<file path="src/rtl/lc3_pkg.sv">
// Shared types and constants for the LC-3 run controller.
package lc3_pkg;

    typedef logic [15:0] word_t;

    localparam word_t HALT_OP = 16'hF025;

    typedef enum logic [2:0] {
        S_IDLE,
        S_RST_HOLD,
        S_RUN,
        S_PAUSED,
        S_HALTED,
        S_TIMEOUT
    } state_t;

endpackage

</file>
<file path="src/rtl/lc3_bp_match.sv">
// BP_NUM-way PC breakpoint comparator; bit i set when channel i is enabled and its address equals pc.
module lc3_bp_match
    import lc3_pkg::*;
#(
    parameter int BP_NUM = 2
) (
    input  logic [15:0]          pc,
    input  logic [16*BP_NUM-1:0] bp_addr,
    input  logic [BP_NUM-1:0]    bp_en,
    output logic [BP_NUM-1:0]    hit
);

    always_comb begin
        hit = '0;
        for (int i = 0; i < BP_NUM; i++) begin
            hit[i] = bp_en[i] && (word_t'(pc) == word_t'(bp_addr[16*i +: 16]));
        end
    end

endmodule

</file>
<file path="src/rtl/lc3_run_ctrl.sv">
// Run sequencer for an LC-3 core: reset hold, run with cycle budget, HALT detect, optional
// PC breakpoints (enabled by defining LC3_RUN_CTRL_BP_EN).
//
// state      | meaning
// -----------+-----------------------------------------------------------
// IDLE       | core held in reset, waiting for start
// RST_HOLD   | core reset held for RST_CYCLES cycles after leaving IDLE
// RUN        | core enabled, counters advancing, budget decrementing
// PAUSED     | stopped on a breakpoint, waiting for resume
// HALTED     | run ended by TRAP x25, waiting for start to drop
// TIMEOUT    | run ended by budget expiry, waiting for start to drop
module lc3_run_ctrl
    import lc3_pkg::*;
#(
    parameter int RST_CYCLES = 4,
    parameter int TIMEOUT    = 500000,
    parameter int CNT_W      = 32,
    parameter int BP_NUM     = 2
) (
    input  logic                 clock,
    input  logic                 reset,
    input  logic                 start,
    input  logic                 instr_valid,
    input  logic [15:0]          instr,
    input  logic [15:0]          pc,
    input  logic [16*BP_NUM-1:0] bp_addr,
    input  logic [BP_NUM-1:0]    bp_en,
    input  logic                 resume,
    output logic                 core_reset,
    output logic                 core_run,
    output logic                 done,
    output logic                 timed_out,
    output logic [BP_NUM-1:0]    bp_hit,
    output logic [CNT_W-1:0]     cycle_cnt,
    output logic [CNT_W-1:0]     instr_cnt
);

    localparam int BUD_W = $clog2(TIMEOUT + 1);

    state_t             state, state_nxt;
    logic [7:0]         rst_cnt, rst_cnt_nxt;
    logic [BUD_W-1:0]   bud_cnt, bud_nxt;
    logic [CNT_W-1:0]   cycle_nxt, instr_nxt;
    logic [BP_NUM-1:0]  bp_hit_nxt;
    logic [BP_NUM-1:0]  hit_arm;
    logic               is_halt;

    assign is_halt = instr_valid && (word_t'(instr) == HALT_OP);

`ifdef LC3_RUN_CTRL_BP_EN
    logic [BP_NUM-1:0] hit_raw;
    logic              mask, mask_nxt;
    word_t             mask_pc, mask_pc_nxt;

    lc3_bp_match #(.BP_NUM(BP_NUM)) u_bp_match (
        .pc      (pc),
        .bp_addr (bp_addr),
        .bp_en   (bp_en),
        .hit     (hit_raw)
    );

    // The core re-fetches the paused pc after resume; suppress that one until pc moves on.
    assign hit_arm = (instr_valid && !(mask && (word_t'(pc) == mask_pc))) ? hit_raw : '0;

    always_comb begin
        mask_nxt    = mask;
        mask_pc_nxt = mask_pc;
        if (state == S_IDLE && start) begin
            mask_nxt = 1'b0;
        end else if (state == S_RUN && bud_cnt != '0) begin
            if (instr_valid && word_t'(pc) != mask_pc)
                mask_nxt = 1'b0;
            if (!is_halt && (|hit_arm)) begin
                mask_nxt    = 1'b1;
                mask_pc_nxt = pc;
            end
        end
    end

    always_ff @(posedge clock) begin
        if (reset) begin
            mask    <= 1'b0;
            mask_pc <= '0;
        end else begin
            mask    <= mask_nxt;
            mask_pc <= mask_pc_nxt;
        end
    end
`else
    logic unused_bp;
    assign unused_bp = ^{pc, bp_addr, bp_en};
    assign hit_arm   = '0;
`endif

    always_comb begin
        state_nxt   = state;
        rst_cnt_nxt = rst_cnt;
        bud_nxt     = bud_cnt;
        cycle_nxt   = cycle_cnt;
        instr_nxt   = instr_cnt;
        bp_hit_nxt  = bp_hit;
        case (state)
            S_IDLE: begin
                if (start) begin
                    state_nxt   = S_RST_HOLD;
                    rst_cnt_nxt = 8'(RST_CYCLES - 1);
                    bud_nxt     = BUD_W'(TIMEOUT - 1);
                    cycle_nxt   = '0;
                    instr_nxt   = '0;
                    bp_hit_nxt  = '0;
                end
            end
            S_RST_HOLD: begin
                if (rst_cnt == 8'd0)
                    state_nxt = S_RUN;
                else
                    rst_cnt_nxt = rst_cnt - 8'd1;
            end
            S_RUN: begin
                // Budget expiry freezes the counters and overrides HALT/breakpoints.
                if (bud_cnt == '0) begin
                    state_nxt = S_TIMEOUT;
                end else begin
                    bud_nxt   = bud_cnt - BUD_W'(1);
                    cycle_nxt = (&cycle_cnt) ? cycle_cnt : cycle_cnt + CNT_W'(1);
                    if (instr_valid)
                        instr_nxt = (&instr_cnt) ? instr_cnt : instr_cnt + CNT_W'(1);
                    if (is_halt) begin
                        state_nxt = S_HALTED;
                    end else if (|hit_arm) begin
                        state_nxt  = S_PAUSED;
                        bp_hit_nxt = hit_arm;
                    end
                end
            end
            S_PAUSED: begin
                if (resume) begin
                    state_nxt  = S_RUN;
                    bp_hit_nxt = '0;
                end
            end
            S_HALTED, S_TIMEOUT: begin
                if (!start)
                    state_nxt = S_IDLE;
            end
            default: state_nxt = S_IDLE;
        endcase
    end

    always_ff @(posedge clock) begin
        if (reset) begin
            state     <= S_IDLE;
            rst_cnt   <= '0;
            bud_cnt   <= '0;
            cycle_cnt <= '0;
            instr_cnt <= '0;
            bp_hit    <= '0;
        end else begin
            state     <= state_nxt;
            rst_cnt   <= rst_cnt_nxt;
            bud_cnt   <= bud_nxt;
            cycle_cnt <= cycle_nxt;
            instr_cnt <= instr_nxt;
            bp_hit    <= bp_hit_nxt;
        end
    end

    assign core_reset = (state == S_IDLE) || (state == S_RST_HOLD);
    assign core_run   = (state == S_RUN);
    assign done       = (state == S_HALTED);
    assign timed_out  = (state == S_TIMEOUT);

endmodule

</file>
<file path="config.mk">
export PLATFORM = sky130hd
export DESIGN_NAME = lc3_run_ctrl
export DESIGN_NICKNAME = d
export VERILOG_FILES = /design/src/rtl/lc3_pkg.sv /design/src/rtl/lc3_bp_match.sv /design/src/rtl/lc3_run_ctrl.sv
export SDC_FILE = /design/constraint.sdc
export NUM_CORES = 1
export LEC_CHECK = 0
export ABC_CLOCK_PERIOD_IN_PS = 2600
export CAP_MARGIN = 25
export CORE_ASPECT_RATIO = 0.9
export CORE_MARGIN = 5
export CORE_UTILIZATION = 40
export CTS_CLUSTER_DIAMETER = 200
export DETAILED_ROUTE_END_ITERATION = 7
export PLACE_DENSITY = 0.83
export SLEW_MARGIN = 20
export SYNTH_ARGS = -nofsm -noshare
export SYNTH_HDL_FRONTEND = slang
export SYNTH_SLANG_ARGS = --single-unit
</file>
<file path="constraint.sdc">
create_clock -name clock -period 2.6 [get_ports clock]
set_clock_uncertainty 0.1 [all_clocks]
set_input_delay 0.78 -clock clock [delete_from_list [all_inputs] [get_ports clock]]
set_output_delay 0.78 -clock clock [all_outputs]
set_load 0.01 [all_outputs]
</file>
# Word-level counts from Yosys, hierarchy flattened
# Cells that the tools add are included.
# op_classes
bitwise	0
div	0
n_eq_ne	16
addsub	4
reduce_logical	17
mux	24
shifts	0
order_cmp	0
n_mul	0
# ops
op	count
two-way mux 32 bit	6
one-hot mux 32 bit (2 select lines)	2
adder 32 x 1 -> 32 bit, second input constant	2
AND reduction 32 bit	2
two-way mux 19 bit	2
one-hot mux 19 bit (2 select lines)	1
logical NOT 19 bit	1
subtractor 19 x 1 -> 19 bit, second input constant	1
two-way mux 3 bit	6
inequality test 2 bit, second input constant	9
equality test 16 bit, second input constant	1
two-way mux 8 bit	2
one-hot mux 8 bit (2 select lines)	1
one-hot mux 3 bit (5 select lines)	1
AND reduction 5 bit	2
AND reduction 3 bit	3
logical NOT 8 bit	1
subtractor 8 x 1 -> 8 bit, second input constant	1
equality test 3 x 2 -> 1 bit, second input constant	2
equality test 3 bit, second input constant	2
nonzero test 2 bit	3
two-way mux 2 bit	2
one-hot mux 2 bit (2 select lines)	1
AND reduction 4 bit	1
6 further kinds	6
# totals
reg_bits	96
out_inout_bits	70
romBits	0
latch_bits	0
n_memories	0
ram_bits	0

# Longest topological paths before layout
# Gate-level depths: netlist (run 1).
# logic_depth
depth_word	5
depth_mapped	10
ltp_nobuf	8

# Least setup slack after synthesis (run 1)
# No wires, ideal clock.
# synth_path
kind	input to register
start	input start
end	register cycle_cnt[10]
setup_ns	0.128
path_stages	7
arrival_ns	2.308
slack_ns	0.064
cell_sequence	clkbuf_1 > nor4b_1 > or2_2 > clkbuf_1 > clkbuf_1 > buf_1 > nor2_1
# synth_between
elab_chain_len	2
# synth_lines
item	line	text
start, declared	lc3_run_ctrl.sv:22	input logic start,
inequality test 2 bit (no source line)	-	
AND reduction 4 bit (no source line)	-	
end signal, assigned	lc3_run_ctrl.sv:162	cycle_cnt <= cycle_nxt;
end, declared	lc3_run_ctrl.sv:34	output logic [CNT_W-1:0] cycle_cnt,
# Every way passes these cells.
# A chain may end at the register's enable or synchronous reset.

# Worst setup path in the final report (run 1)
# layout_path
start	register state[1]
end	output core_reset
# layout_between
elab_chain_len	2
elab_cells_between_ends	3
classes_between	eq/ne: 1; reduce/logical: 2
# layout_lines
item	line	text
start, declared	lc3_run_ctrl.sv:40	state_t state, state_nxt;
start signal, assigned	lc3_run_ctrl.sv:159	state <= state_nxt;
equality test 3 x 1 -> 1 bit / logical NOT 3 bit (equally long branches)	lc3_run_ctrl.sv:168	assign core_reset = (state == S_IDLE) || (state == S_RST_HOLD);
logical OR 1 bit *	lc3_run_ctrl.sv:168	
end, declared	lc3_run_ctrl.sv:29	output logic core_reset,
# Every way passes the cells marked *; elsewhere a longest branch is shown, timed or not.

==> key figures, run 1 <==
Setup path
  • Crit path max fanout: 15
  • Crit. End Element: output pin
  • Critical path class: reg2out
  • Number of cells on the worst reg-to-reg path: 9
  • Worst path arrival time: 1.61 ns
  • Critical Path RT: 1.72 ns
  • Setup crit start kind: flop

Synthesis
  • Post-synth EDFFs: 0
  • Post-synthesis sequential area ratio: 0.385
  • Top cell type by total area after synthesis: dfxtp_1
  • Synth Area per Inst: 8.32 um2
  • Cell area after synthesis: 4880 um2
  • Main synth FF type: dfxtp_1
  • Netlist cell types: 60
  • Synth Register Bits: 94
  • YS warnings: 0
  • Async SR Flop Fraction: 0
  • Ranking of synthesized cells by area: dfxtp_1 39%, xor2_1 8.1%, nor2_1 5.3%
  • Synth Instances: 587
  • Post-synth top area share: 0.385

Power and ir drop
  • Leakage power: 2.41 nW
  • VDD IR max: 414 uV
  • Pwr Density: 751 nW/um2
  • Final total power: 4.91 mW

Clock tree
  • Clock slew at reported path FFs: 0.06 ns
  • Longest Clk Path Bufs: 2
  • CTS tree: built
  • # clock sinks: 94
  • H-tree depth: 3
  • Clk Latency, worst-skew pair: 0.34 ns
  • Clock buffer count from CTS: 9
  • Clock tree root buffer cell: clkbuf_16

Routing
  • Routed wire length: 12900 um
  • 1st-iter DRT viols: 357
  • Vias/cell: 5.53
  • Met2 WL: 6150 um
  • Via Count: 4818
  • Drc violations: 0
  • Routed Antenna Nets: 0
  • Top sig layer: met4
  • Routed met3 length: 742 um
  • WL/cell: 14.8 um
  • Metal1 wirelength: 5810 um
  • DRT Pass-1 Iters: 4

Layout
  • Layout Area Growth over Synthesis: 34.0%
  • N_diodes: 0
  • Final Net Count: 783
  • Footprint of the multi-input gates: 2830 um2
  • Fill cell count: 1090
  • Register area: 1880 um2
  • Share of layout cells above drive strength 1: 0.121

Die
  • Core ar.: 12000 um2
  • Die area: 14500 um2
  • Die Width: 126 um
  • Placement Rows: 38
  • Starting Density: 0.406
  • Ports: 141
  • Chip Height: 115 um

STA
  • TNS Setup: 0 ns
  • Min Tclk post-route: 2.49 ns
  • Setup Viol. Count Final: 0
  • Worst slew pin tran: 0.673 ns
  • Rel. slew slack: 0.545
  • RSZ-0062 raised after global routing: true
  • Fmax: 0.401 GHz
  • Fin. max-slew vios: 0
  • Fin. Hold Viols: 0
  • Final Hold Slack: 0.404 ns
  • Final worst-path cycle share: 0.959

Global routing
  • Initial antenna violation count: 0
  • First-pass GRT wire length: 21500 um
  • Largest net degree at the start of global routing: 27
  • All-Layer GR Usage: 0.175
  • Vias in the first global route: 4513
  • Total congestion overflow: 0

Hold path
  • HP Class: reg2reg
  • Hold Path Stages: 1

Outcome
  • Status: finished clean

Flow run
  • MaxCap Viol Count: 0

Placed design
  • Dpl hpwl: 9330 um
  • GPL Wtd Cong: 0.851
  • Port buffer count: 88
==> per-stage QoR <==
stage          cells  utilization  instance area (um2)  setup WS (ns)
5_1_grt          872        0.544                 6550        -0.0106
4_1_cts          871        0.542                 6520         0.0177
6_report         872        0.544                 6550          0.108
2_1_floorplan    588            -                 4890         0.0645
3_3_place_gp     854        0.516                 6200         -0.316
3_5_place_dp     854        0.516                 6200         -0.317
==> flip-flops by register name (all words and copies together) (netlist names) <==
| signal | flops |
|---|---|
| cycle_cnt | 32 |
| instr_cnt | 32 |
| bud_cnt | 19 |
| rst_cnt | 8 |
| state | 3 |
==> cells in the final DEF, fill, tap and decap left out, types with 9 or more instances in the layout <==
| cell | netlist | routed |
|---|---|---|
| and3_1 | 18 | 18 |
| nor2_1 | 69 | 69 |
| or3_1 | 19 | 19 |
| nand3_1 | 29 | 29 |
| nor3_1 | 12 | 12 |
| and4_1 | 11 | 11 |
| o211ai_1 | 10 | 10 |
| a21oi_1 | 31 | 31 |
| nor4_1 | 12 | 11 |
| buf_4 | 3 | 50 |
| or4_1 | 17 | 17 |
| clkdlybuf4s50_1 | 0 | 84 |
| xor2_1 | 45 | 45 |
| dfxtp_1 | 94 | 94 |
| clkbuf_16 | 0 | 9 |
| nand4_1 | 39 | 39 |
| o21ai_0 | 12 | 12 |
| nand2_1 | 50 | 50 |
==> final timing paths <==
kind | startpoint | end | slack, ns
max | state[1]$_SDFFE_PP0P_ | core_reset | 0.11
min | rst_cnt[0]$_SDFFE_PP0P_ | rst_cnt[0]$_SDFFE_PP0P_ | 0.40
max reg2reg | bud_cnt[0]$_SDFFE_PP0P_ | bud_cnt[11]$_SDFFE_PP0P_ | 0.13
min reg2reg | rst_cnt[0]$_SDFFE_PP0P_ | rst_cnt[0]$_SDFFE_PP0P_ | 0.40
==> layout make-up <==
class,instances,share of cell area
Clock buffer,11,0.0386
Timing Repair Buffer,140,0.198
Clock inverter,5,0.00860
Inverter,8,0.00497
Sequential cell,94,0.287
Tap cell,160,0.0306
Multi-Input combinational cell,454,0.432
==> cell usage after synthesis (all sizes together), types with 2 or more instances <==
library cell	n
dfxtp	94
nor2	69
nand2	50
xor2	45
nand4	41
nand3	33
a21oi	32
and3	19
or3	19
clkbuf	18
or4	18
buf	14
o21ai	14
nor3	13
nor4	13
and4	11
o211ai	10
inv	8
mux2i	8
a211oi	6
and2	5
ha	5
o31ai	4
xnor2	4
nand4b	3
nor3b	3
nor4b	3
or4b	3
a31o	2
a31oi	2
mux2	2
nand3b	2
nor2b	2
==> cells by family after synthesis <==
group	share of synthesized area
simple gates	0.362
xor+xnor	0.0879
fa+ha+maj	0.0128
mux	0.0210
other cells	0.000768
compound gates	0.0925
buf+inv	0.0379
flops	0.385
==> report_power, final <==
| group | internal [mW] | switching (mW) | total [mW] |
|---|---|---|---|
| Clock | 0.798 | 0.564 | 1.36 |
| Sequential | 1.61 | 0.156 | 1.77 |
| Combinational | 0.800 | 0.987 | 1.79 |
| Total | 3.21 | 1.71 | 4.91 |
==> per-layer routing <==
metal / global-route usage / vias to the layer above
li1: - / 2382
met1: 0.228 / 2273
met2: 0.287 / 139
met3: 0.0446 / 24
met4: 0.0558 / 0
met5: 0 / -
==> worst max-delay path, stage by stage, from the launching register on <==
cell and delay [ns]:
dfxtp_1 0.32, buf_4 0.19, nor2_1 0.20, clkdlybuf4s50_1 0.58
==> repair_timing <==
action | 4_1_cts | 5_1_grt
resized for setup | 3 | 5
pin swaps | 0 | 1
setup endpoints to repair | 1 | 36
hold buffers | 0 | 0
setup buffers | 1 | 1
(Power assumes the default switching activity.)
==> run 2, diff against run 1 <==
- HOLD_SLACK_MARGIN: not set -> 0.02
==> results of run 2 <==
No change in the layout: final DEF, timing and power equal those of run 1.
==> run 3, diff against run 2 <==
- CORE_ASPECT_RATIO: 0.9 -> 0.75
==> run 3 against run 2 <==
Worst setup slack lost 0.037 ns. Worst hold slack got worse by 0.00099 ns. Sequential share of layout area about the same. Clock power down 3%. Die area rose by 0.13%. Combinational power up 2%. Total power up 0.11%. Wire length grew 1.3%. Register-to-register slack better by 0.03 ns. First-iteration DRC count shrank 14%. Utilization decreased by 0.39 points. Critical path type is now in2reg.
==> key figures, run 3 (synthesis gave the netlist of run 1 again) <==
Die
  • Ports: 141
  • Starting Density: 0.403
  • Chip Height: 106 um
  • Placement Rows: 35
  • Die Width: 138 um
  • Die area: 14500 um2
  • Core ar.: 12100 um2

Routing
  • Via Count: 4804
  • 1st-iter DRT viols: 306
  • WL/cell: 14.9 um
  • Drc violations: 0
  • Routed wire length: 13100 um
  • DRT Pass-1 Iters: 5
  • Vias/cell: 5.47
  • Routed Antenna Nets: 0

STA
  • Fmax: 0.395 GHz
  • Rel. slew slack: 0.468
  • Setup Viol. Count Final: 0
  • Final Hold Slack: 0.403 ns
  • Min Tclk post-route: 2.53 ns
  • Fin. Hold Viols: 0
  • TNS Setup: 0 ns
  • Final worst-path cycle share: 0.973
  • Worst slew pin tran: 0.788 ns
  • RSZ-0062 raised after global routing: false
  • Fin. max-slew vios: 0

Clock tree
  • H-tree depth: 3
  • Clock tree root buffer cell: clkbuf_16
  • CTS tree: built
  • Clock buffer count from CTS: 9
  • # clock sinks: 94
  • Clock slew at reported path FFs: 0.07 ns
  • Clk Latency, worst-skew pair: 0.35 ns
  • Longest Clk Path Bufs: 2

Global routing
  • All-Layer GR Usage: 0.186
  • Vias in the first global route: 4488
  • First-pass GRT wire length: 22100 um
  • Total congestion overflow: 0
  • Layer with the highest usage: met2
  • GR Util met2: 0.287
  • Met1 global-route usage: 0.255
  • Met3 Resource Use GR: 0.0453
  • Initial antenna violation count: 0
  • Largest net degree at the start of global routing: 33

Layout
  • Biggest regs: cycle_cnt (32), instr_cnt (32), bud_cnt (19)
  • Final std cells w/o fill: 878
  • Final Net Count: 784
  • Share of layout cells above drive strength 1: 0.124
  • Utilization after layout: 0.540
  • Fill cell count: 1113
  • Post-route cell area: 6560 um2
  • N_diodes: 0
  • Layout Area Growth over Synthesis: 34.2%
  • Commonest cells after routing, fill and taps aside: 94 x dfxtp_1, 85 x clkdlybuf4s50_1, 68 x nor2_1, 51 x buf_4, 50 x nand2_1
  • Commonest non-fill, non-tap cell in the layout: dfxtp_1

Outcome
  • Status: finished clean

Placed design
  • Placed Cells: 863
  • GPL Wtd Cong: 0.886
  • Dpl hpwl: 9690 um
  • Port buffer count: 88
  • Area after DPL: 6230 um2

Setup path
  • Critical path class: in2reg
  • Critical Path RT: 2.78 ns
  • Worst path arrival time: 2.71 ns
  • Crit path max fanout: 11
  • Setup crit start kind: input pin
  • Crit. End Element: flop

Power and ir drop
  • VDD IR max: 412 uV
  • Pwr Density: 751 nW/um2
  • Leakage power: 2.39 nW

Flow run
  • MaxCap Viol Count: 0

Hold path
  • HP Class: reg2reg
[run 3: changes by cell type in the layout (fill, tap and decap cells not counted), sizes merged]
cell / delta
dlymetal6s2s: -1
buf: +1
clkbuf: -1
clkdlybuf4s50: +1
[run 3: path summary, 6_finish.rpt]
check / depth (start not counted) / startpoint / end / slack (ns)
max: 8 / start / instr_cnt[27]$_SDFFE_PP0P_ / 0.07
min: 2 / cycle_cnt[9]$_SDFFE_PP0P_ / cycle_cnt[9]$_SDFFE_PP0P_ / 0.40
min reg2reg: 2 / cycle_cnt[9]$_SDFFE_PP0P_ / cycle_cnt[9]$_SDFFE_PP0P_ / 0.40
max reg2reg: 9 / bud_cnt[0]$_SDFFE_PP0P_ / bud_cnt[9]$_SDFFE_PP0P_ / 0.16
[run 3: per-layer routing]
layer / vias to the layer above / routed length [um]
met1: 2246 / 6030
met3: 20 / 885
li1: 2388 / -
met5: - / 0
met2: 150 / 5940
met4: 0 / 263
[run 3: what timing repair did]
action,4_1_cts,5_1_grt
setup endpoints to repair,1,37
pin swaps,0,1
setup buffers,0,0
hold buffers,0,0
resized for setup,1,9
[run 3: layout make-up]
type | count | area [um2] | share of cell area
multi-input combinational | 454 | 2850 | 0.434
tap | 166 | 208 | 0.0317
inverter | 8 | 30.0 | 0.00458
clock buffer | 10 | 229 | 0.0349
timing repair buffer | 141 | 1300 | 0.198
clock inverter | 5 | 60.1 | 0.00916
sequential | 94 | 1880 | 0.287
[run 3: critical path, cell delays in order]
cell and delay (ns):
clkdlybuf4s50_1 0.55, mux2_2 0.18, nand2_1 0.12, nor4_2 0.24, nand4_1 0.12, buf_4 0.18
or4_1 0.39, a21oi_1 0.14
[run 3: power by group]
| group | leakage [nW] | total, mW | internal, mW | switching (mW) |
|---|---|---|---|---|
| clock network | 0.139 | 1.32 | 0.744 | 0.575 |
| registers | 0.762 | 1.77 | 1.61 | 0.161 |
| logic | 1.49 | 1.83 | 0.810 | 1.02 |
[run 3: stage by stage]
| stage | power [mW] | setup WS [ns] |
|---|---|---|
| floorplan | 2.94 | 0.0645 |
| global placement | 3.52 | -0.265 |
| detailed placement | 3.57 | -0.289 |
| CTS | 4.90 | 0.0467 |
| global route | 5.22 | 0.00220 |
| finish | 4.92 | 0.0707 |
